===== src/rtl/rf_wb_arbiter.sv =====
`default_nettype none
// +--------------------------------------------------------------------------+
// | Module   : rf_wb_arbiter                                                 |
// | Purpose  : Write-back arbiter (ALU vs. load unit) for the integer        |
// |            register file plus pending-destination scoreboard for RAW     |
// |            hazard checks. WB_RR_ARB_EN selects round-robin contention    |
// |            resolution; otherwise the load unit has fixed priority.       |
// | Revision : 1.0  initial release                                          |
// +--------------------------------------------------------------------------+
module rf_wb_arbiter #(
  parameter int XLEN = 64,
  parameter int AW   = 5
) (
  input  logic              clk,
  input  logic              reset,
  input  logic              a_valid,
  output logic              a_ready,
  input  logic [AW-1:0]     a_rd,
  input  logic [XLEN-1:0]   a_data,
  input  logic              m_valid,
  output logic              m_ready,
  input  logic [AW-1:0]     m_rd,
  input  logic [XLEN-1:0]   m_data,
  output logic              reg_write,
  output logic [AW-1:0]     rd,
  output logic [XLEN-1:0]   write_data,
  input  logic              issue_valid,
  input  logic [AW-1:0]     issue_rd,
  input  logic [AW-1:0]     rs1,
  input  logic [AW-1:0]     rs2,
  output logic              rs1_busy,
  output logic              rs2_busy,
  output logic [2**AW-1:0]  pending
);

  localparam int NREG = 2**AW;

  logic              w_a_grant;
  logic              w_m_grant;
  logic [AW-1:0]     w_win_rd;
  logic [XLEN-1:0]   w_win_data;
  logic [NREG-1:0]   w_pending_nxt;

  logic              r_reg_write;
  logic [AW-1:0]     r_rd;
  logic [XLEN-1:0]   r_write_data;
  logic [NREG-1:0]   r_pending;

`ifdef WB_RR_ARB_EN
  // Set when the ALU was granted last, so the load unit wins the next contention.
  logic r_prefer_m;

  always_ff @(posedge clk) begin
    if (reset) begin
      r_prefer_m <= 1'b0;
    end else if (w_a_grant) begin
      r_prefer_m <= 1'b1;
    end else if (w_m_grant) begin
      r_prefer_m <= 1'b0;
    end
  end

  assign w_a_grant = !reset && a_valid && !(m_valid && r_prefer_m);
  assign w_m_grant = !reset && m_valid && !(a_valid && !r_prefer_m);
`else
  assign w_a_grant = !reset && a_valid && !m_valid;
  assign w_m_grant = !reset && m_valid;
`endif

  assign a_ready    = w_a_grant;
  assign m_ready    = w_m_grant;
  assign w_win_rd   = w_a_grant ? a_rd   : m_rd;
  assign w_win_data = w_a_grant ? a_data : m_data;

  always_ff @(posedge clk) begin
    if (reset) begin
      r_reg_write  <= 1'b0;
      r_rd         <= '0;
      r_write_data <= '0;
    end else if (w_a_grant || w_m_grant) begin
      // x0 transfers are accepted but never presented as a write.
      r_reg_write  <= (w_win_rd != '0);
      r_rd         <= w_win_rd;
      r_write_data <= w_win_data;
    end else begin
      r_reg_write  <= 1'b0;
    end
  end

  // Set after clear: a newly issued producer supersedes the committing one.
  always_comb begin
    w_pending_nxt = r_pending;
    if (r_reg_write && (r_rd != '0)) begin
      w_pending_nxt[r_rd] = 1'b0;
    end
    if (issue_valid && (issue_rd != '0)) begin
      w_pending_nxt[issue_rd] = 1'b1;
    end
    w_pending_nxt[0] = 1'b0;
  end

  always_ff @(posedge clk) begin
    if (reset) begin
      r_pending <= '0;
    end else begin
      r_pending <= w_pending_nxt;
    end
  end

  assign reg_write  = r_reg_write;
  assign rd         = r_rd;
  assign write_data = r_write_data;
  assign pending    = r_pending;
  assign rs1_busy   = r_pending[rs1];
  assign rs2_busy   = r_pending[rs2];

endmodule
`default_nettype wire


===== config.mk =====
export PLATFORM = sky130hd
export DESIGN_NAME = rf_wb_arbiter
export DESIGN_NICKNAME = d
export VERILOG_FILES = /design/src/rtl/rf_wb_arbiter.sv
export SDC_FILE = /design/constraint.sdc
export NUM_CORES = 1
export LEC_CHECK = 0
export CAP_MARGIN = 10
export CELL_PAD_IN_SITES_DETAIL_PLACEMENT = 0
export CELL_PAD_IN_SITES_GLOBAL_PLACEMENT = 1
export CORE_MARGIN = 8
export CORE_UTILIZATION = 30
export DETAILED_ROUTE_END_ITERATION = 6
export PLACE_DENSITY_LB_ADDON = 0.1
export SKIP_LAST_GASP = 1
export SLEW_MARGIN = 20
export SYNTH_ARGS = -nofsm -noshare
export SYNTH_HDL_FRONTEND = slang
export SYNTH_SLANG_ARGS = --single-unit

===== constraint.sdc =====
create_clock -name clk -period 4.9 [get_ports clk]
set_input_delay 0.98 -clock clk [delete_from_list [all_inputs] [get_ports clk]]
set_output_delay 0.98 -clock clk [all_outputs]
set_load 0.03 [all_outputs]

==> summary.txt <==
Global routing
  • Final global-route overflow total: 0
  • Maximum number of pins on one net before global-route repair: 99
  • Antenna violations before repair: 1
  • Number of global-route vias before repair: 5513
  • Total track usage: around 18%
  • Wire length of the first global-routing pass: 30.9 mm

Min path
  • Worst min-delay path class: flip-flop to flip-flop

Power and ir drop
  • Clock share of power: 35.0%
  • Max rail drop VDD: 0.201 mV
  • Combinational Power Share: around a quarter
  • Net switching fraction of the power: 27.7%
  • Net switching component of the power: roughly 0.60 mW
  • Lkg Pwr: 3.10 nW
  • Power density relative to cell area: approximately 270 nW/um^2
  • Sequential share of power: 41.3%
  • Internal Dissipation: 1.57 mW

Placed design
  • Final RePlAce weighted congestion: 0.828
  • HPWL after DPL: 15.0 mm
  • Total cell area at the placement stage: 7750 um^2
  • Port Buffers: 262

Clock tree
  • TritonCTS clock tree: built
  • CTS buffer count: 9
  • Cts-stage hold buffer count: 0
  • Worst-Skew Late Latency: between 0.3 and 0.4 ns
  • Count of cells resized by post-cts repair: 0
  • CTS HTree Levels: 3
  • Number of setup buffers added after CTS: 0
  • Clock sink total: approximately 100
  • Clock Tree Root: clkbuf_16
  • Post-CTS clock slew at the launch and capture registers of the worst setup and hold paths: approximately 0.060 ns
  • Maximum clock insertion buffer count: 2

Final layout
  • Fraction of final layout cells sized beyond drive strength 1: 3.14%
  • Number of fill cells in the layout: 1578
  • Synthesis-to-finish area growth: 59.8%
  • Finished Cell Area: just over 8000 um^2
  • Final net count: between 1000 and 1500
  • Area taken by multi-input logic gates: 2800 um^2
  • Commonest non-fill, non-tap cells in the layout: clkdlybuf4s50_1, nor2_1, a21oi_1
  • Area occupied by registers: approximately 2000 um^2
  • Most common library cell in the layout ignoring fill and taps: clkdlybuf4s50_1

STA
  • Worst-margin pin slew: approximately 0.99 ns
  • Final setup violating endpoints: 0
  • Slew Limit Fails: 0
  • Minimum clock period: between 4 and 5 ns
  • Final TNS setup: 0 ns
  • Timing-limited maximum frequency: 233 MHz
  • Worst slew margin relative to its limit: around a third
  • Clock skew after layout: roughly 0.0096 ns
  • Part of the cycle the worst path needs: between 80 and 90%
  • RSZ-0062 raised after global routing: false
  • Final-report hold violation count: 0

Setup path
  • Maximum fanout encountered on the critical timing path: 10
  • Required arrival time at the worst endpoint: 3.92 ns
  • Critical path start-end classification: input port to primary output
  • Crit path capture type: primary output
  • Signal arrival time at the worst endpoint: 3.31 ns
  • Critical Path Source Type: input port
  • FF-to-FF setup slack: 3.16 ns

Synthesis
  • Share of async-settable or async-resettable flops after synthesis: 0%
  • Top post-synthesis cells by area: dfxtp_1, mux2i_1, nor2_1
  • Total nets after synthesis: 786
  • Main combinational cell family by area after synthesis: multiplexers
  • Xor/xnor share of the synthesized area: 0%
  • Average instance area after synthesis: 8.03 um^2
  • Synth top area share: 40.1%
  • Number of distinct standard cells referenced by the synthesized netlist: 32
  • Share of synthesized area spent on multiplexers: 20.1%
  • Library cell with the largest summed area after synthesis: dfxtp_1
  • Cell area after synthesis: slightly above 5000 um^2
  • Adder and majority gate portion of the synthesized area: 0%
  • Sequential area share after synthesis: 40.1%
  • Compound-gate portion of the synthesized area: 16.1%
  • Primary FF master, synth: dfxtp_1
  • Instance count of the mapped netlist: 628
  • Yosys warning count: 0
  • Register bit total from synthesis: ~100
  • Post-Synth Simple-Gate Area: 19.3%
  • Number of synthesized flops with an enable pin: 0

Flow run
  • Maximum capacitance violations: 0

Drt
  • Post-Route WL: 19.5 mm
  • Detailed-route wire length per cell: between 15 and 20 um
  • Number of vias per cell: between 4 and 5
  • Top Metal Used: met4
  • Met3 routed wirelength: approximately 1.7 mm
  • Remaining DRCs: 0
  • Met2 wire length: between 9 and 10 mm
  • DRT Pass-1 Iters: 5
  • Antenna Violating Nets Remaining: 0
  • Routed vias: 5219
  • Met1 wire length: 7.92 mm
  • Detailed router's first-iteration violation count: around 280

Floorplan
  • Core region area: 16500 um^2
  • Initial cell density of the core: a little under a third
  • Die boundary height: 146 um
  • # rows: 47
  • Die area: 21200 um^2
  • Die Span X: 146 um
  • Count of boundary I/O pins: 264

Run status
  • Status: finished, final reports clean
logic make-up after synthesis:
logic type,count (synthesis)
other,1
AO/OA/AOI/OAI,152
flip-flops,101
buffers and inverters,50
multiplexers,94
AND/OR/NAND/NOR,230
state kept, by name, summed over array words and instances, names as in the netlist:
register and cells:
reg_write 1, pending 31, write_data 64, rd 5
power by group through the flow:
stage	registers, mW	clock network (mW)	logic, mW
5_1_grt	0.900	0.814	0.553
6_report	0.894	0.758	0.513
2_1_floorplan	0.984	0	0.182
4_1_cts	0.894	0.788	0.517
3_3_place_gp	0.911	0	0.510
3_5_place_dp	0.912	0	0.515
cell usage after synthesis (5+ instances only):
master,n
nor2_1,153
a21oi_1,105
dfxtp_1,101
mux2i_1,88
nand2_1,37
o21ai_0,30
clkbuf_1,23
buf_2,21
nand3_1,10
nand2b_1,9
nor2b_1,7
mux4_2,6
nand3b_1,5
worst paths after layout:
kind,depth (start not counted),end,from
setup reg to reg,4,pending[12]$_SDFF_PP0_,rd[4]$_SDFFE_PP0N_
setup / recovery,5,rs2_busy,rs2[1]
hold reg to reg,2,pending[4]$_SDFF_PP0_,pending[4]$_SDFF_PP0_
hold / removal,2,pending[4]$_SDFF_PP0_,pending[4]$_SDFF_PP0_
metal layers:
layer  vias to the layer above  global-route usage, %
li1                       2631                      -
met5                         -                      0
met4                         0                   7.08
met1                      2361                   20.2
met2                       202                   30.5
met3                        25                   7.28
layout make-up:
type                            count  area share (%)
Multi-Input combinational cell    477            34.8
Timing Repair Buffer              265            32.7
Sequential cell                   101            25.1
Tap cell                          220            3.42
Clock buffer                       11            2.89
Clock inverter                      4           0.916
Inverter                            3           0.140
Antenna cell                        1          0.0311
metrics by stage:
stage               util (%)  hold slack (ns)  power [mW]  std cells  setup slack, ns
finish                  48.8            0.522        2.17       1082            0.609
global route            48.8            0.557        2.27       1082            0.534
CTS                     48.7            0.525        2.20       1081            0.614
detailed placement      46.9            0.515        1.43       1066            0.624
global placement        46.9            0.519        1.42       1066            0.742
floorplan                  -            0.617        1.17        628             1.73
critical path, cell delays in order:
cell and delay, ns:
clkdlybuf4s50_1 0.75, mux4_2 0.57, o2111ai_1 0.20, nand4_1 0.17
clkdlybuf4s50_1 0.64
Note: power is estimated with default switching activity, not from simulation.
